### src/rtl/axi_arbiter_2to1_if.sv
// AXI bundle shared by the 2:1 arbiter's upstream and downstream ports.
//   master modport : drives AW/W/AR payload+valid, B/R ready (an AXI master)
//   slave  modport : drives AW/W/AR ready, B/R payload+valid (an AXI slave)
interface axi_arbiter_2to1_if #(
  parameter int ADDR_W = 32,
  parameter int DATA_W = 32,
  parameter int ID_W   = 4,
  parameter int LEN_W  = 4
);
  localparam int STRB_W = DATA_W / 8;

  logic [ID_W-1:0]   awid;
  logic [ADDR_W-1:0] awaddr;
  logic [LEN_W-1:0]  awlen;
  logic [2:0]        awsize;
  logic [1:0]        awburst;
  logic              awvalid, awready;

  logic [ID_W-1:0]   wid;
  logic [DATA_W-1:0] wdata;
  logic [STRB_W-1:0] wstrb;
  logic              wlast, wvalid, wready;

  logic [ID_W-1:0]   bid;
  logic [1:0]        bresp;
  logic              bvalid, bready;

  logic [ID_W-1:0]   arid;
  logic [ADDR_W-1:0] araddr;
  logic [LEN_W-1:0]  arlen;
  logic [2:0]        arsize;
  logic [1:0]        arburst;
  logic              arvalid, arready;

  logic [ID_W-1:0]   rid;
  logic [DATA_W-1:0] rdata;
  logic [1:0]        rresp;
  logic              rlast, rvalid, rready;

  modport master (
    output awid, awaddr, awlen, awsize, awburst, awvalid,
    output wid, wdata, wstrb, wlast, wvalid,
    output bready,
    output arid, araddr, arlen, arsize, arburst, arvalid,
    output rready,
    input  awready, wready, bid, bresp, bvalid, arready,
    input  rid, rdata, rresp, rlast, rvalid
  );

  modport slave (
    input  awid, awaddr, awlen, awsize, awburst, awvalid,
    input  wid, wdata, wstrb, wlast, wvalid,
    input  bready,
    input  arid, araddr, arlen, arsize, arburst, arvalid,
    input  rready,
    output awready, wready, bid, bresp, bvalid, arready,
    output rid, rdata, rresp, rlast, rvalid
  );
endinterface

### src/rtl/axi_arbiter_2to1.sv
// Two-master to one-slave AXI arbiter. Write (AW/W/B) and read (AR/R) paths
// each run their own round-robin FSM with one burst in flight, locked to the
// owner until the burst's final handshake (B for writes, R-last for reads).
// Only the grant is registered; once granted, every channel is a pure mux.
// Ports:
//   aclk, aresetn        clock, async active-low reset
//   m0, m1 (slave mp)    upstream masters
//   s (master mp)        downstream slave
//   wr_grant/rd_grant    current owner per path (0=m0, 1=m1), meaningful when busy
//   wr_busy/rd_busy      path not idle
//   wlast_err            1-cycle pulse the cycle after a W beat whose wlast
//                        disagrees with the latched awlen
module axi_arbiter_2to1 #(
  parameter int ADDR_W = 32,
  parameter int DATA_W = 32,
  parameter int ID_W   = 4,
  parameter int LEN_W  = 4
) (
  input  logic              aclk,
  input  logic              aresetn,
  axi_arbiter_2to1_if.slave  m0,
  axi_arbiter_2to1_if.slave  m1,
  axi_arbiter_2to1_if.master s,
  output logic              wr_grant,
  output logic              rd_grant,
  output logic              wr_busy,
  output logic              rd_busy,
  output logic              wlast_err
);
  localparam int STRB_W = DATA_W / 8;

  localparam logic [1:0] W_IDLE = 2'd0, W_AW = 2'd1, W_DATA = 2'd2, W_RESP = 2'd3;
  localparam logic [1:0] R_IDLE = 2'd0, R_AR = 2'd1, R_DATA = 2'd2;

  logic [1:0]       wst_q, wst_d, rst_q, rst_d;
  logic             wown_q, wown_d, wptr_q, wptr_d;
  logic             rown_q, rown_d, rptr_q, rptr_d;
  logic [LEN_W-1:0] wlen_q, wlen_d, wcnt_q, wcnt_d;
  logic             werr_q, werr_d;

  // phase decodes
  logic w_aw, w_dat, w_rsp, r_ar, r_dat;
  assign w_aw  = (wst_q == W_AW);
  assign w_dat = (wst_q == W_DATA);
  assign w_rsp = (wst_q == W_RESP);
  assign r_ar  = (rst_q == R_AR);
  assign r_dat = (rst_q == R_DATA);

  // owner-selected upstream controls
  logic o_awvalid, o_wvalid, o_wlast, o_bready, o_arvalid, o_rready;
  logic [LEN_W-1:0] o_awlen;
  assign o_awvalid = wown_q ? m1.awvalid : m0.awvalid;
  assign o_awlen   = wown_q ? m1.awlen   : m0.awlen;
  assign o_wvalid  = wown_q ? m1.wvalid  : m0.wvalid;
  assign o_wlast   = wown_q ? m1.wlast   : m0.wlast;
  assign o_bready  = wown_q ? m1.bready  : m0.bready;
  assign o_arvalid = rown_q ? m1.arvalid : m0.arvalid;
  assign o_rready  = rown_q ? m1.rready  : m0.rready;

  logic aw_hs, w_hs, b_hs, ar_hs, r_hs;
  assign aw_hs = w_aw  & o_awvalid & s.awready;
  assign w_hs  = w_dat & o_wvalid  & s.wready;
  assign b_hs  = w_rsp & s.bvalid  & o_bready;
  assign ar_hs = r_ar  & o_arvalid & s.arready;
  assign r_hs  = r_dat & s.rvalid  & o_rready;

  // ---------------- downstream side ----------------
  assign s.awvalid = w_aw & o_awvalid;
  assign s.awid    = w_aw ? (wown_q ? m1.awid    : m0.awid)    : {ID_W{1'b0}};
  assign s.awaddr  = w_aw ? (wown_q ? m1.awaddr  : m0.awaddr)  : {ADDR_W{1'b0}};
  assign s.awlen   = w_aw ? o_awlen : {LEN_W{1'b0}};
  assign s.awsize  = w_aw ? (wown_q ? m1.awsize  : m0.awsize)  : 3'd0;
  assign s.awburst = w_aw ? (wown_q ? m1.awburst : m0.awburst) : 2'd0;

  assign s.wvalid  = w_dat & o_wvalid;
  assign s.wid     = w_dat ? (wown_q ? m1.wid   : m0.wid)   : {ID_W{1'b0}};
  assign s.wdata   = w_dat ? (wown_q ? m1.wdata : m0.wdata) : {DATA_W{1'b0}};
  assign s.wstrb   = w_dat ? (wown_q ? m1.wstrb : m0.wstrb) : {STRB_W{1'b0}};
  assign s.wlast   = w_dat & o_wlast;

  assign s.bready  = w_rsp & o_bready;

  assign s.arvalid = r_ar & o_arvalid;
  assign s.arid    = r_ar ? (rown_q ? m1.arid    : m0.arid)    : {ID_W{1'b0}};
  assign s.araddr  = r_ar ? (rown_q ? m1.araddr  : m0.araddr)  : {ADDR_W{1'b0}};
  assign s.arlen   = r_ar ? (rown_q ? m1.arlen   : m0.arlen)   : {LEN_W{1'b0}};
  assign s.arsize  = r_ar ? (rown_q ? m1.arsize  : m0.arsize)  : 3'd0;
  assign s.arburst = r_ar ? (rown_q ? m1.arburst : m0.arburst) : 2'd0;

  assign s.rready  = r_dat & o_rready;

  // ---------------- upstream side ----------------
  // Each master sees a channel only while it owns the path and that channel
  // is the active phase; everything else is held at zero.
  logic wb0, wb1, rd0, rd1;
  assign wb0 = w_rsp & ~wown_q;
  assign wb1 = w_rsp &  wown_q;
  assign rd0 = r_dat & ~rown_q;
  assign rd1 = r_dat &  rown_q;

  assign m0.awready = w_aw  & ~wown_q & s.awready;
  assign m1.awready = w_aw  &  wown_q & s.awready;
  assign m0.wready  = w_dat & ~wown_q & s.wready;
  assign m1.wready  = w_dat &  wown_q & s.wready;
  assign m0.bvalid  = wb0 & s.bvalid;
  assign m1.bvalid  = wb1 & s.bvalid;
  assign m0.bid     = wb0 ? s.bid   : {ID_W{1'b0}};
  assign m1.bid     = wb1 ? s.bid   : {ID_W{1'b0}};
  assign m0.bresp   = wb0 ? s.bresp : 2'd0;
  assign m1.bresp   = wb1 ? s.bresp : 2'd0;

  assign m0.arready = r_ar & ~rown_q & s.arready;
  assign m1.arready = r_ar &  rown_q & s.arready;
  assign m0.rvalid  = rd0 & s.rvalid;
  assign m1.rvalid  = rd1 & s.rvalid;
  assign m0.rid     = rd0 ? s.rid   : {ID_W{1'b0}};
  assign m1.rid     = rd1 ? s.rid   : {ID_W{1'b0}};
  assign m0.rdata   = rd0 ? s.rdata : {DATA_W{1'b0}};
  assign m1.rdata   = rd1 ? s.rdata : {DATA_W{1'b0}};
  assign m0.rresp   = rd0 ? s.rresp : 2'd0;
  assign m1.rresp   = rd1 ? s.rresp : 2'd0;
  assign m0.rlast   = rd0 & s.rlast;
  assign m1.rlast   = rd1 & s.rlast;

  // ---------------- write FSM ----------------
  always_comb begin
    wst_d  = wst_q;
    wown_d = wown_q;
    wptr_d = wptr_q;
    wlen_d = wlen_q;
    wcnt_d = wcnt_q;
    werr_d = 1'b0;
    case (wst_q)
      W_IDLE: if (m0.awvalid | m1.awvalid) begin
        // contention goes to the rr pointer, a lone requester wins outright
        wown_d = (m0.awvalid & m1.awvalid) ? wptr_q : m1.awvalid;
        wst_d  = W_AW;
      end
      W_AW: if (aw_hs) begin
        wlen_d = o_awlen;
        wst_d  = W_DATA;
      end
      W_DATA: if (w_hs) begin
        // flag either early wlast or missing wlast on the len beat
        werr_d = o_wlast ^ (wcnt_q == wlen_q);
        if (o_wlast) begin
          wcnt_d = '0;
          wst_d  = W_RESP;
        end else begin
          wcnt_d = wcnt_q + 1'b1;
        end
      end
      W_RESP: if (b_hs) begin
        wst_d  = W_IDLE;
        wptr_d = ~wown_q;
      end
      default: wst_d = W_IDLE;
    endcase
  end

  // ---------------- read FSM ----------------
  always_comb begin
    rst_d  = rst_q;
    rown_d = rown_q;
    rptr_d = rptr_q;
    case (rst_q)
      R_IDLE: if (m0.arvalid | m1.arvalid) begin
        rown_d = (m0.arvalid & m1.arvalid) ? rptr_q : m1.arvalid;
        rst_d  = R_AR;
      end
      R_AR: if (ar_hs) rst_d = R_DATA;
      R_DATA: if (r_hs & s.rlast) begin
        rst_d  = R_IDLE;
        rptr_d = ~rown_q;
      end
      default: rst_d = R_IDLE;
    endcase
  end

  always_ff @(posedge aclk or negedge aresetn) begin
    if (!aresetn) begin
      wst_q  <= W_IDLE;
      wown_q <= 1'b0;
      wptr_q <= 1'b0;
      wlen_q <= '0;
      wcnt_q <= '0;
      werr_q <= 1'b0;
      rst_q  <= R_IDLE;
      rown_q <= 1'b0;
      rptr_q <= 1'b0;
    end else begin
      wst_q  <= wst_d;
      wown_q <= wown_d;
      wptr_q <= wptr_d;
      wlen_q <= wlen_d;
      wcnt_q <= wcnt_d;
      werr_q <= werr_d;
      rst_q  <= rst_d;
      rown_q <= rown_d;
      rptr_q <= rptr_d;
    end
  end

  assign wr_grant  = wown_q;
  assign rd_grant  = rown_q;
  assign wr_busy   = (wst_q != W_IDLE);
  assign rd_busy   = (rst_q != R_IDLE);
  assign wlast_err = werr_q;
endmodule

### src/flat_wrapper.sv
// flat-port wrapper written by rule: the top's interface ports become plain ports
module axi_arbiter_2to1_flat 
#(
  parameter int ADDR_W = 32,
  parameter int DATA_W = 32,
  parameter int ID_W   = 4,
  parameter int LEN_W  = 4
)
  (aclk, aresetn, wr_grant, rd_grant, wr_busy, rd_busy, wlast_err, m0_awid, m0_awaddr, m0_awlen, m0_awsize, m0_awburst, m0_awvalid, m0_wid, m0_wdata, m0_wstrb, m0_wlast, m0_wvalid, m0_bready, m0_arid, m0_araddr, m0_arlen, m0_arsize, m0_arburst, m0_arvalid, m0_rready, m0_awready, m0_wready, m0_bid, m0_bresp, m0_bvalid, m0_arready, m0_rid, m0_rdata, m0_rresp, m0_rlast, m0_rvalid, m1_awid, m1_awaddr, m1_awlen, m1_awsize, m1_awburst, m1_awvalid, m1_wid, m1_wdata, m1_wstrb, m1_wlast, m1_wvalid, m1_bready, m1_arid, m1_araddr, m1_arlen, m1_arsize, m1_arburst, m1_arvalid, m1_rready, m1_awready, m1_wready, m1_bid, m1_bresp, m1_bvalid, m1_arready, m1_rid, m1_rdata, m1_rresp, m1_rlast, m1_rvalid, s_awid, s_awaddr, s_awlen, s_awsize, s_awburst, s_awvalid, s_wid, s_wdata, s_wstrb, s_wlast, s_wvalid, s_bready, s_arid, s_araddr, s_arlen, s_arsize, s_arburst, s_arvalid, s_rready, s_awready, s_wready, s_bid, s_bresp, s_bvalid, s_arready, s_rid, s_rdata, s_rresp, s_rlast, s_rvalid);
  axi_arbiter_2to1_if #(.ADDR_W(ADDR_W), .DATA_W(DATA_W), .ID_W(ID_W), .LEN_W(LEN_W)) m0_i ();
  axi_arbiter_2to1_if #(.ADDR_W(ADDR_W), .DATA_W(DATA_W), .ID_W(ID_W), .LEN_W(LEN_W)) m1_i ();
  axi_arbiter_2to1_if #(.ADDR_W(ADDR_W), .DATA_W(DATA_W), .ID_W(ID_W), .LEN_W(LEN_W)) s_i ();
  input  logic aclk;
  input  logic aresetn;
  output logic wr_grant;
  output logic rd_grant;
  output logic wr_busy;
  output logic rd_busy;
  output logic wlast_err;
  input wire logic [$bits(m0_i.awid)-1:0] m0_awid;
  input wire logic [$bits(m0_i.awaddr)-1:0] m0_awaddr;
  input wire logic [$bits(m0_i.awlen)-1:0] m0_awlen;
  input wire logic [$bits(m0_i.awsize)-1:0] m0_awsize;
  input wire logic [$bits(m0_i.awburst)-1:0] m0_awburst;
  input wire logic [$bits(m0_i.awvalid)-1:0] m0_awvalid;
  input wire logic [$bits(m0_i.wid)-1:0] m0_wid;
  input wire logic [$bits(m0_i.wdata)-1:0] m0_wdata;
  input wire logic [$bits(m0_i.wstrb)-1:0] m0_wstrb;
  input wire logic [$bits(m0_i.wlast)-1:0] m0_wlast;
  input wire logic [$bits(m0_i.wvalid)-1:0] m0_wvalid;
  input wire logic [$bits(m0_i.bready)-1:0] m0_bready;
  input wire logic [$bits(m0_i.arid)-1:0] m0_arid;
  input wire logic [$bits(m0_i.araddr)-1:0] m0_araddr;
  input wire logic [$bits(m0_i.arlen)-1:0] m0_arlen;
  input wire logic [$bits(m0_i.arsize)-1:0] m0_arsize;
  input wire logic [$bits(m0_i.arburst)-1:0] m0_arburst;
  input wire logic [$bits(m0_i.arvalid)-1:0] m0_arvalid;
  input wire logic [$bits(m0_i.rready)-1:0] m0_rready;
  output wire logic [$bits(m0_i.awready)-1:0] m0_awready;
  output wire logic [$bits(m0_i.wready)-1:0] m0_wready;
  output wire logic [$bits(m0_i.bid)-1:0] m0_bid;
  output wire logic [$bits(m0_i.bresp)-1:0] m0_bresp;
  output wire logic [$bits(m0_i.bvalid)-1:0] m0_bvalid;
  output wire logic [$bits(m0_i.arready)-1:0] m0_arready;
  output wire logic [$bits(m0_i.rid)-1:0] m0_rid;
  output wire logic [$bits(m0_i.rdata)-1:0] m0_rdata;
  output wire logic [$bits(m0_i.rresp)-1:0] m0_rresp;
  output wire logic [$bits(m0_i.rlast)-1:0] m0_rlast;
  output wire logic [$bits(m0_i.rvalid)-1:0] m0_rvalid;
  input wire logic [$bits(m1_i.awid)-1:0] m1_awid;
  input wire logic [$bits(m1_i.awaddr)-1:0] m1_awaddr;
  input wire logic [$bits(m1_i.awlen)-1:0] m1_awlen;
  input wire logic [$bits(m1_i.awsize)-1:0] m1_awsize;
  input wire logic [$bits(m1_i.awburst)-1:0] m1_awburst;
  input wire logic [$bits(m1_i.awvalid)-1:0] m1_awvalid;
  input wire logic [$bits(m1_i.wid)-1:0] m1_wid;
  input wire logic [$bits(m1_i.wdata)-1:0] m1_wdata;
  input wire logic [$bits(m1_i.wstrb)-1:0] m1_wstrb;
  input wire logic [$bits(m1_i.wlast)-1:0] m1_wlast;
  input wire logic [$bits(m1_i.wvalid)-1:0] m1_wvalid;
  input wire logic [$bits(m1_i.bready)-1:0] m1_bready;
  input wire logic [$bits(m1_i.arid)-1:0] m1_arid;
  input wire logic [$bits(m1_i.araddr)-1:0] m1_araddr;
  input wire logic [$bits(m1_i.arlen)-1:0] m1_arlen;
  input wire logic [$bits(m1_i.arsize)-1:0] m1_arsize;
  input wire logic [$bits(m1_i.arburst)-1:0] m1_arburst;
  input wire logic [$bits(m1_i.arvalid)-1:0] m1_arvalid;
  input wire logic [$bits(m1_i.rready)-1:0] m1_rready;
  output wire logic [$bits(m1_i.awready)-1:0] m1_awready;
  output wire logic [$bits(m1_i.wready)-1:0] m1_wready;
  output wire logic [$bits(m1_i.bid)-1:0] m1_bid;
  output wire logic [$bits(m1_i.bresp)-1:0] m1_bresp;
  output wire logic [$bits(m1_i.bvalid)-1:0] m1_bvalid;
  output wire logic [$bits(m1_i.arready)-1:0] m1_arready;
  output wire logic [$bits(m1_i.rid)-1:0] m1_rid;
  output wire logic [$bits(m1_i.rdata)-1:0] m1_rdata;
  output wire logic [$bits(m1_i.rresp)-1:0] m1_rresp;
  output wire logic [$bits(m1_i.rlast)-1:0] m1_rlast;
  output wire logic [$bits(m1_i.rvalid)-1:0] m1_rvalid;
  output wire logic [$bits(s_i.awid)-1:0] s_awid;
  output wire logic [$bits(s_i.awaddr)-1:0] s_awaddr;
  output wire logic [$bits(s_i.awlen)-1:0] s_awlen;
  output wire logic [$bits(s_i.awsize)-1:0] s_awsize;
  output wire logic [$bits(s_i.awburst)-1:0] s_awburst;
  output wire logic [$bits(s_i.awvalid)-1:0] s_awvalid;
  output wire logic [$bits(s_i.wid)-1:0] s_wid;
  output wire logic [$bits(s_i.wdata)-1:0] s_wdata;
  output wire logic [$bits(s_i.wstrb)-1:0] s_wstrb;
  output wire logic [$bits(s_i.wlast)-1:0] s_wlast;
  output wire logic [$bits(s_i.wvalid)-1:0] s_wvalid;
  output wire logic [$bits(s_i.bready)-1:0] s_bready;
  output wire logic [$bits(s_i.arid)-1:0] s_arid;
  output wire logic [$bits(s_i.araddr)-1:0] s_araddr;
  output wire logic [$bits(s_i.arlen)-1:0] s_arlen;
  output wire logic [$bits(s_i.arsize)-1:0] s_arsize;
  output wire logic [$bits(s_i.arburst)-1:0] s_arburst;
  output wire logic [$bits(s_i.arvalid)-1:0] s_arvalid;
  output wire logic [$bits(s_i.rready)-1:0] s_rready;
  input wire logic [$bits(s_i.awready)-1:0] s_awready;
  input wire logic [$bits(s_i.wready)-1:0] s_wready;
  input wire logic [$bits(s_i.bid)-1:0] s_bid;
  input wire logic [$bits(s_i.bresp)-1:0] s_bresp;
  input wire logic [$bits(s_i.bvalid)-1:0] s_bvalid;
  input wire logic [$bits(s_i.arready)-1:0] s_arready;
  input wire logic [$bits(s_i.rid)-1:0] s_rid;
  input wire logic [$bits(s_i.rdata)-1:0] s_rdata;
  input wire logic [$bits(s_i.rresp)-1:0] s_rresp;
  input wire logic [$bits(s_i.rlast)-1:0] s_rlast;
  input wire logic [$bits(s_i.rvalid)-1:0] s_rvalid;
  assign m0_i.awid = m0_awid;
  assign m0_i.awaddr = m0_awaddr;
  assign m0_i.awlen = m0_awlen;
  assign m0_i.awsize = m0_awsize;
  assign m0_i.awburst = m0_awburst;
  assign m0_i.awvalid = m0_awvalid;
  assign m0_i.wid = m0_wid;
  assign m0_i.wdata = m0_wdata;
  assign m0_i.wstrb = m0_wstrb;
  assign m0_i.wlast = m0_wlast;
  assign m0_i.wvalid = m0_wvalid;
  assign m0_i.bready = m0_bready;
  assign m0_i.arid = m0_arid;
  assign m0_i.araddr = m0_araddr;
  assign m0_i.arlen = m0_arlen;
  assign m0_i.arsize = m0_arsize;
  assign m0_i.arburst = m0_arburst;
  assign m0_i.arvalid = m0_arvalid;
  assign m0_i.rready = m0_rready;
  assign m0_awready = m0_i.awready;
  assign m0_wready = m0_i.wready;
  assign m0_bid = m0_i.bid;
  assign m0_bresp = m0_i.bresp;
  assign m0_bvalid = m0_i.bvalid;
  assign m0_arready = m0_i.arready;
  assign m0_rid = m0_i.rid;
  assign m0_rdata = m0_i.rdata;
  assign m0_rresp = m0_i.rresp;
  assign m0_rlast = m0_i.rlast;
  assign m0_rvalid = m0_i.rvalid;
  assign m1_i.awid = m1_awid;
  assign m1_i.awaddr = m1_awaddr;
  assign m1_i.awlen = m1_awlen;
  assign m1_i.awsize = m1_awsize;
  assign m1_i.awburst = m1_awburst;
  assign m1_i.awvalid = m1_awvalid;
  assign m1_i.wid = m1_wid;
  assign m1_i.wdata = m1_wdata;
  assign m1_i.wstrb = m1_wstrb;
  assign m1_i.wlast = m1_wlast;
  assign m1_i.wvalid = m1_wvalid;
  assign m1_i.bready = m1_bready;
  assign m1_i.arid = m1_arid;
  assign m1_i.araddr = m1_araddr;
  assign m1_i.arlen = m1_arlen;
  assign m1_i.arsize = m1_arsize;
  assign m1_i.arburst = m1_arburst;
  assign m1_i.arvalid = m1_arvalid;
  assign m1_i.rready = m1_rready;
  assign m1_awready = m1_i.awready;
  assign m1_wready = m1_i.wready;
  assign m1_bid = m1_i.bid;
  assign m1_bresp = m1_i.bresp;
  assign m1_bvalid = m1_i.bvalid;
  assign m1_arready = m1_i.arready;
  assign m1_rid = m1_i.rid;
  assign m1_rdata = m1_i.rdata;
  assign m1_rresp = m1_i.rresp;
  assign m1_rlast = m1_i.rlast;
  assign m1_rvalid = m1_i.rvalid;
  assign s_awid = s_i.awid;
  assign s_awaddr = s_i.awaddr;
  assign s_awlen = s_i.awlen;
  assign s_awsize = s_i.awsize;
  assign s_awburst = s_i.awburst;
  assign s_awvalid = s_i.awvalid;
  assign s_wid = s_i.wid;
  assign s_wdata = s_i.wdata;
  assign s_wstrb = s_i.wstrb;
  assign s_wlast = s_i.wlast;
  assign s_wvalid = s_i.wvalid;
  assign s_bready = s_i.bready;
  assign s_arid = s_i.arid;
  assign s_araddr = s_i.araddr;
  assign s_arlen = s_i.arlen;
  assign s_arsize = s_i.arsize;
  assign s_arburst = s_i.arburst;
  assign s_arvalid = s_i.arvalid;
  assign s_rready = s_i.rready;
  assign s_i.awready = s_awready;
  assign s_i.wready = s_wready;
  assign s_i.bid = s_bid;
  assign s_i.bresp = s_bresp;
  assign s_i.bvalid = s_bvalid;
  assign s_i.arready = s_arready;
  assign s_i.rid = s_rid;
  assign s_i.rdata = s_rdata;
  assign s_i.rresp = s_rresp;
  assign s_i.rlast = s_rlast;
  assign s_i.rvalid = s_rvalid;
  axi_arbiter_2to1 #(.ADDR_W(ADDR_W), .DATA_W(DATA_W), .ID_W(ID_W), .LEN_W(LEN_W)) u_core (.aclk(aclk), .aresetn(aresetn), .m0(m0_i), .m1(m1_i), .s(s_i), .wr_grant(wr_grant), .rd_grant(rd_grant), .wr_busy(wr_busy), .rd_busy(rd_busy), .wlast_err(wlast_err));
endmodule
### config.mk
export PLATFORM = sky130hd
export DESIGN_NAME = axi_arbiter_2to1_flat
export DESIGN_NICKNAME = d
export VERILOG_FILES = /design/src/rtl/axi_arbiter_2to1_if.sv /design/src/rtl/axi_arbiter_2to1.sv /design/src/flat_wrapper.sv
export SDC_FILE = /design/constraint.sdc
export NUM_CORES = 1
export LEC_CHECK = 0
export BUFFER_PORTS_ARGS = -buffer_cell sky130_fd_sc_hd__buf_2
export CORE_AREA = 2 2 218 220
export CTS_CLUSTER_SIZE = 30
export DETAILED_ROUTE_END_ITERATION = 6
export DIE_AREA = 0 0 220 222
export HOLD_SLACK_MARGIN = 0.03
export SLEW_MARGIN = 25
export SYNTH_ARGS = -nofsm -noshare
export SYNTH_HDL_FRONTEND = slang
export SYNTH_SLANG_ARGS = --single-unit
### constraint.sdc
create_clock -name aclk -period 1.74 [get_ports aclk]
set_input_delay 0.261 -clock aclk [delete_from_list [all_inputs] [get_ports aclk]]
set_output_delay 0.261 -clock aclk [all_outputs]
set_load 0.05 [all_outputs]
Word level (Yosys, flattened, before mapping)
Index checks and enable logic that the tools add are counted.

word-level totals
  register bits = 17
  input bits = 324
  logic and storage cells = 136

cells by class
  $add $sub $neg = 1
  eq/ne operators = 14
  multiplexer cells = 57
  bitwise logic cells = 43
  reduce and logical (&&, ||, !) cells = 12

operators by type and width
  operator               count
  $mux W32               8
  $mux W4                17
  $and A1 B1 Y1          38
  $mux W2                16
  $mux W3                4
  $ne A2 B2 Y1 const B   6
  $reduce_and A2 Y1      6
  $mux W1                10
  $pmux W2 S4            1
  $eq A2 B2 Y1 const B   3
  $pmux W2 S3            1
  $reduce_and A5 Y1      1
  $add A4 B1 Y4 const B  1
  $eq A2 B1 Y1 const B   2
  $eq A4 B4 Y1           1
  $logic_not A2 Y1       2
  $ne A2 B1 Y1 const B   2
  $reduce_bool A2 Y1     2
  $reduce_and A3 Y1      1
  $not A1 Y1             2
  $or A1 B1 Y1           2
  $xor A1 B1 Y1          1

Longest topological paths before layout
Gate-level depths: netlist (run 1).

  word-level depth = 6
  gate-level depth with buffers = 7
  depth with buffers taken out = 6

Worst setup path before layout (run 1)
Ideal clock, no wire load.

  path kind = register to output
  from = register u_core.wown_q, in the netlist u_core.wr_grant
  to = output s_awaddr[0]
  data arrival time = 2087 ps
  data required time = 1479 ps
  setup slack = -608 ps
  cell stages (with the launch flop) = 6
  cells stage by stage = dfrtp_1 > buf_4 > buf_4 > buf_4 > mux2i_1 > nor2b_1

between the ends
  cells in the longest elaborated chain, start to end = 2

ends and longest elaborated chain
  element                 RTL line                 text
  from (decl)             axi_arbiter_2to1.sv:36   logic wown_q, wown_d, wptr_q, wptr_d;
  from (signal assigned)  axi_arbiter_2to1.sv:193  wown_q <= wown_d;
  $mux W32 (2 in series)  axi_arbiter_2to1.sv:70   assign s.awaddr = w_aw ? (wown_q ? m1.awaddr : m0.awaddr) : {ADDR_W{1'b0}};
  to (decl)               flat_wrapper.sv:81       output wire logic [$bits(s_i.awaddr)-1:0] s_awaddr;

No other way between the ends.

Worst setup path after layout (run 1)
  from = register u_core.wown_q, in the netlist u_core.wr_grant
  to = output s_awaddr[17]

The elaborated chain is that of the path after synthesis.

==> summary.md, run 1 <==
| Metric | Value |
|---|---|
| Status | `finished, violations left` |
| Failing checks | `setup timing` |
| Gp weighted congestion | `roughly 0.9` |
| CTS root buf | `clkbuf_16` |
| F_max | `around 500 MHz` |
| Number of global-route vias before repair | `between 6000 and 7000` |
| P_leak | `between 5 and 6 nW` |
| Die ar. | `48800 um^2` |
| Tmin final | `between 1.5 and 2 ns` |
| Worst min path class | `input pin to flip-flop` |
| Clk slew on worst S/H paths | `0.07 ns` |
| RSZ-0062 raised after global routing | `yes` |
| DP HPWL | `19700 um` |
| Setup violators final | `~240` |
| Max Buffers Root-to-Sink | `2` |
| DRT iter0 DRCs | `156` |
| Critical Path AT | `around 1.7 ns` |
| Cell variety after synth | `34` |
| DR vias | `about 6300` |
| Pwr dens | `1910 nW/um^2` |
| Fin crit share | `113%` |
| Ports | `around 570` |
| Post-Syn Area | `about 3600 um^2` |
| Port Buffer Count | `around 560` |
| Slew margin rel. | `65.7%` |
| Data required, critical path | `1.48 ns` |
| Top cells by area, synth | `mux2i_1 (26%), nor2b_1 (16%), and2_1 (16%)` |
| Area Growth Syn to Fin | `256%` |
| Post-synth top cells | `mux2i_1 (92), nor2b_1 (91), and2_1 (89)` |
| Crit path kind | `flip-flop to output pin` |
| WL per Instance | `between 15 and 20 um` |
| Global Route Usage Sum | `10.0%` |
| Number of synthesized flops with an enable pin | `0` |
| Largest net degree at the start of global routing | `42` |
| Synthesized flop and latch total | `17` |
| Most common cell in the netlist | `mux2i_1` |
| Synth Instances | `around 460` |
| Ys async rst share | `100%` |
| CP endpoint kind | `output pin` |
| Antenna Violating Nets Remaining | `0` |
| Starting Density | `between 7 and 8%` |
| CTS tree | `built` |
| Worst-Margin Slew | `between 0.5 and 0.6 ns` |
| Post-route DRC | `0` |
| Worst-Skew Late Latency | `~0.26 ns` |
| Slew Limit Fails | `0` |
| Chip height | `222 um` |
| Largest area contributor in the netlist | `mux2i_1` |
| Synth Flop Type | `dfrtp_1` |
| Clk_skew | `0.00600 ns` |
| Worst-path maximum fanout | `10` |
| Share of Yosys cell area claimed by the top area cell type | `approximately 26%` |
| Final #Nets | `approximately 1400` |
| Final Hold Vio Count | `0` |
| VDD IR max | `0.00100 V` |
| Sequential area share after synthesis | `about an eighth` |
| Core Region | `roughly 46000 um^2` |
| Row count | `79` |
| Share of cells above drive strength 1 | `between 90% and 100%` |
| Via/cell ratio | `~3.7` |
| # H-tree levels | `1` |
| First-pass GRT wire length | `between 30000 and 40000 um` |
| Syn. warnings | `0` |
| DR pass1 iterations | `4` |
| CTS Sinks | `17` |
| Initial antenna violation count | `3` |
| Syn avg cell area | `7.77 um^2` |
| Die Wd | `~220 um` |
| PnR worst setup slack | `-0.226 ns` |
| CP Launch Type | `flip-flop` |
| CTS Buf Count | `3` |
| GR Overflow Total | `0` |
| Routed Wire Length | `30600 um` |
| Setup_tns | `-31.09 ns` |
| Synthesized Nets | `roughly 790` |
| # fillers | `roughly 4700` |
| Max cap viols | `0` |
| Post-layout util | `~28%` |
-- final cells by class --
| cell class | instances | area [um^2] | share of cell area, % |
|---|---|---|---|
| Antenna cell | 1 | 2.50 | 0.0196 |
| Clock buffer | 3 | 75.1 | 0.588 |
| Clock inverter | 1 | 7.51 | 0.0588 |
| Inverter | 8 | 38.8 | 0.304 |
| Multi-Input combinational cell | 396 | 5160 | 40.4 |
| Sequential cell | 17 | 433 | 3.39 |
| Tap cell | 607 | 759 | 5.95 |
| Timing Repair Buffer | 665 | 6290 | 49.2 |
-- metrics by stage --
stage	hold WS, ns	area [um^2]	power [mW]	worst slack, ns	instances
detailed placement	0.289	8800	16.4	-0.00568	1632
floorplan	-0.0346	4840	12.9	-0.0569	461
global placement	0.280	8800	16.2	0.0140	1632
CTS	0.204	11300	21.7	-0.263	1679
global route	0.219	12800	25.2	-0.275	1697
finish	0.211	12800	24.4	-0.226	1698
-- where the power goes --
group | switching, mW | internal (mW) | total [mW]
registers | 0.220 | 0.582 | 0.803
clock network | 0.214 | 0.312 | 0.527
logic | 12.0 | 11.0 | 23.0
-- path summary, 6_finish.rpt --
| path | from | end | slack [ns] | depth (start not counted) |
|---|---|---|---|---|
| max | u_core.wr_grant | s_awaddr[17] | -0.23 | 5 |
| min | m0_arvalid | u_core.rd_grant | 0.21 | 2 |
| max reg2reg | u_core.wst_q[0] | u_core.wst_q[1] | -0.09 | 8 |
| min reg2reg | u_core.wptr_q | u_core.wptr_q | 0.52 | 1 |
| max in group asynchronous | aresetn | u_core.wr_grant | 0.83 | 2 |
| min in group asynchronous | aresetn | u_core.rst_q[0] | 0.51 | 2 |
-- state kept, by name, indices dropped and copies added, names as in the netlist --
| name | cells |
|---|---|
| u_core.wr_grant | 1 |
| u_core.wcnt_q | 4 |
| u_core.rd_grant | 1 |
| u_core.wlen_q | 4 |
| u_core.wlast_err | 1 |
| u_core.rptr_q | 1 |
| u_core.wst_q | 2 |
| u_core.rst_q | 2 |
| u_core.wptr_q | 1 |
-- layer usage --
| metal | GRT usage, % | vias to the layer above | part of all wire [%] |
|---|---|---|---|
| li1 | - | 2864 | - |
| met1 | 10.3 | 2997 | 35 |
| met2 | 19.8 | 339 | 55 |
| met3 | 2.46 | 51 | 7.2 |
| met4 | 2.29 | 4 | 3.2 |
| met5 | 0 | - | 0.085 |
-- critical path, cell delays in order, from the launching register on --
cell       delay, ns
dfrtp_4         0.55
buf_6           0.17
clkbuf_16       0.18
mux2i_2         0.17
nor2b_4         0.20
buf_12          0.16
-- cell families (layout without fill, tap and decap cells) --
| group | after synthesis | count (layout) | synth area share [%] |
|---|---|---|---|
| fa+ha+maj | 6 | 6 | 2.09 |
| mux | 96 | 96 | 27.0 |
| xor+xnor | 4 | 4 | 0.978 |
| flops | 17 | 17 | 11.9 |
| simple gates | 224 | 224 | 37.3 |
| compound gates | 66 | 66 | 14.8 |
| buf+inv | 48 | 677 | 6.04 |
| other cells | 0 | 1 | 0 |
-- placed cells by master (no fill, tap or decap), types with 5 or more instances in the layout --
| master | count |
|---|---|
| buf_16 | 13 |
| buf_2 | 341 |
| mux2i_4 | 66 |
| clkbuf_4 | 5 |
| buf_4 | 44 |
| a22o_4 | 42 |
| and2_4 | 68 |
| buf_12 | 30 |
| a21oi_1 | 7 |
| buf_6 | 102 |
| nor2_1 | 10 |
| dfrtp_1 | 13 |
| clkbuf_16 | 17 |
| buf_8 | 114 |
| mux2i_2 | 11 |
| nand2_1 | 9 |
| and2_2 | 21 |
| mux2i_1 | 15 |
| nor2b_4 | 87 |
-- repair_timing --
item,4_1_cts,5_1_grt
hold buffers,1,0
buffers inserted,24,9
hold endpoints to repair,17,0
gates cloned,18,16
pin swaps,21,62
setup endpoints to repair,236,245
resized for setup,472,353
No activity file was read; power rests on OpenSTA's default activity.
==> run 2, diff against run 1 <==
--- a/config.mk
+++ b/config.mk
@@ -10,6 +10,7 @@
 export CTS_CLUSTER_SIZE = 30
 export DETAILED_ROUTE_END_ITERATION = 6
 export DIE_AREA = 0 0 220 222
+export GPL_TIMING_DRIVEN = 0
 export HOLD_SLACK_MARGIN = 0.03
 export SLEW_MARGIN = 25
 export SYNTH_ARGS = -nofsm -noshare
==> run 2 against run 1 <==
Compared with the run above:
- the run still ends with setup timing left
- register-to-register slack got worse by 0.03 ns
- combinational power down 9%
- sequential share of layout area rose by 0.27 points
- sequential power shrank 0.5%
- wire length decreased by 8.0%
- worst hold slack gained 0.026 ns
- clock power down 4.9%
==> summary.md, run 2 (synthesized netlist as in run 1, its figures left out) <==
| Metric | Value |
|---|---|
| Commonest non-fill, non-tap cells in the layout | `buf_2 (338), buf_6 (114), buf_8 (90)` |
| Non-Filler Instances | `between 1500 and 2000` |
| Sw Ratio | `~53%` |
| Place WS | `-0.795 ns` |
| Worst reg2reg path endpoint | `u_core.wst_q[1]` |
| CP max stage delay | `approximately 0.44 ns` |
| Critical Path AT | `1.74 ns` |
| Routed Wire Length | `about 28000 um` |
| Failing checks | `setup timing` |
| Die ar. | `48800 um^2` |
| Gp weighted congestion | `a little over 0.9` |
| Clk network pwr share | `~2.2%` |
| DR vias | `6119` |
| Post-DP Area | `~8400 um^2` |
| VDD IR max | `between 0.001 and 0.0015 V` |
| Worst Setup EP | `s_awaddr[17]` |
| Antenna Violating Nets Remaining | `0` |
| Worst path most repeated cell | `buf_12` |
| Data required, critical path | `between 1 and 1.5 ns` |
| RSZ-0062 raised after global routing | `yes` |
| DR pass1 iterations | `4` |
| F_max | `~500 MHz` |
| GR Overflow Total | `0` |
| Core Region | `about 46000 um^2` |
| Area Growth Syn to Fin | `229%` |
| R2R Setup Slk | `-0.12 ns` |
| Sequential Power Share | `3.6%` |
| Comb pwr share | `94.2%` |
| Sw power | `~12 mW` |
| Most common cell after layout, fill and taps aside | `buf_2` |
| Final #Nets | `~1400` |
| Fin crit share | `115%` |
| HP Start | `m0_awvalid` |
| WL per Instance | `about 17 um` |
| P_leak | `between 5 and 6 nW` |
| Via/cell ratio | `3.64` |
| Ports | `565` |
| Biggest regs | `u_core.wcnt_q x4, u_core.wlen_q x4` |
| Worst reg2reg path startpoint | `u_core.wst_q[0]` |
| CTS tree | `built` |
| Chip height | `around 220 um` |
| P_int | `10.5 mW` |
| Pwr dens | `about 1900 nW/um^2` |
| CP endpoint kind | `output pin` |
| Setup violators final | `between 200 and 250` |
| Dpl cells | `about 1600` |
| Starting Density | `approximately 7.7%` |
| Clk_skew | `~0.0029 ns` |
| CTS Buf Count | `3` |
| Worst-Skew Late Latency | `about 0.26 ns` |
| Status | `finished, violations left` |
| CTS Sinks | `17` |
| Crit path kind | `flip-flop to output pin` |
| Row count | `79` |
| Global Route Usage Sum | `roughly a tenth` |
| Worst min path class | `input pin to flip-flop` |
| Worst-Margin Slew | `approximately 0.46 ns` |
| Max Buffers Root-to-Sink | `2` |
| Reg2Reg Depth | `7` |
| CP Launch Type | `flip-flop` |
| Final instance area | `roughly 12000 um^2` |
| Final Hold Vio Count | `0` |
| Slew margin rel. | `68.2%` |
| # H-tree levels | `1` |
| Slew Limit Fails | `0` |
| DRT iter0 DRCs | `158` |
| Number of global-route vias before repair | `6333` |
| Worst path cell trace | `buf_12 -> buf_12 -> clkbuf_16 -> mux2i_4 -> nor2b_4 -> buf_8` |
| Port Buffer Count | `564` |
| Tmin final | `roughly 2.0 ns` |
| Setup_tns | `-33.84 ns` |
| Die Wd | `220 um` |
| DP HPWL | `20900 um` |
| CP max-delay cell | `dfrtp_2` |
| Post-route DRC | `0` |
| Largest net degree at the start of global routing | `18` |
| PnR worst setup slack | `-0.261 ns` |
| First-pass GRT wire length | `36800 um` |
| Share of cells above drive strength 1 | `92.7%` |
| Worst-path maximum fanout | `10` |
| Max cap viols | `0` |
| Hold WS | `~0.24 ns` |
| Clk slew on worst S/H paths | `0.06 ns` |
| CTS root buf | `clkbuf_16` |
| Critical Path Start | `u_core.wr_grant` |
| Initial antenna violation count | `2` |
run 2: cell types whose count changed in the layout (fill, tap and decap cells not counted), sizes merged:
cell,before,now
buf,644,627
bufbuf,1,0
clkbuf,22,24
clkinvlp,2,1
clkinv,0,1
run 2: how the worst min path moves through the flow:
stage                       to  slack, ns  cells after the start
6_report       u_core.wr_grant       0.24                      2
5_1_grt        u_core.wr_grant       0.24                      2
4_1_cts        u_core.wr_grant       0.21                      2
3_5_place_dp   u_core.rst_q[0]       0.28                      1
3_3_place_gp   u_core.rst_q[0]       0.28                      1
2_1_floorplan  u_core.rd_grant      -0.03                      0
run 2: power groups by stage:
stage | combinational [mW] | sequential (mW) | clock, mW
2_1_floorplan | 12.1 | 0.797 | 0
3_3_place_gp | 15.0 | 0.776 | 0
3_5_place_dp | 15.1 | 0.787 | 0
4_1_cts | 19.3 | 0.789 | 0.548
5_1_grt | 21.8 | 0.831 | 0.563
6_report | 21.0 | 0.799 | 0.501
run 2: area by class of cell:
cell class | instances | area, um^2
clock buffer | 3 | 75.1
clock inverter | 1 | 5.00
inverter | 8 | 38.8
multi-input combinational | 396 | 4930
sequential | 17 | 432
antenna | 1 | 2.50
fill | 4749 | 34500
buffer | 38 | 581
timing repair buffer | 611 | 4970
tap | 607 | 759
run 2: metal layers:
metal | vias up | share of wire [%] | GRT usage [%] | wire length [um]
met5 | - | 0.028 | 0 | 8
met2 | 323 | 54 | 19.2 | 15300
li1 | 2826 | - | - | -
met1 | 2946 | 37 | 10.8 | 10300
met4 | 2 | 2.1 | 2.32 | 603
met3 | 22 | 6.9 | 2.00 | 1950
run 2: timing repair:
| item | CTS | global route |
|---|---|---|
| endpoints found under the setup margin | 247 | 243 |
| gates resized for setup | 603 | 227 |
| hold buffers | 1 | 0 |
| setup buffers | 29 | 8 |
| endpoints found under the hold margin | 17 | 0 |
| gates cloned | 6 | 5 |
| pin swaps | 41 | 17 |
run 2: worst max-delay path, delay by kind of cell, from the launching register on:
family	cells	cell delay, ns
multiplexers	1	0.19
flip-flops	1	0.44
AND/OR/NAND/NOR	1	0.18
buffers and inverters	4	0.66
run 2: through the flow:
step                      utilization, %  power (mW)
after floorplan                        -        12.9
after global placement              18.2        15.8
after detailed placement            18.2        15.9
after CTS                           23.4        20.6
after global routing                25.5        23.2
final                               25.5        22.3
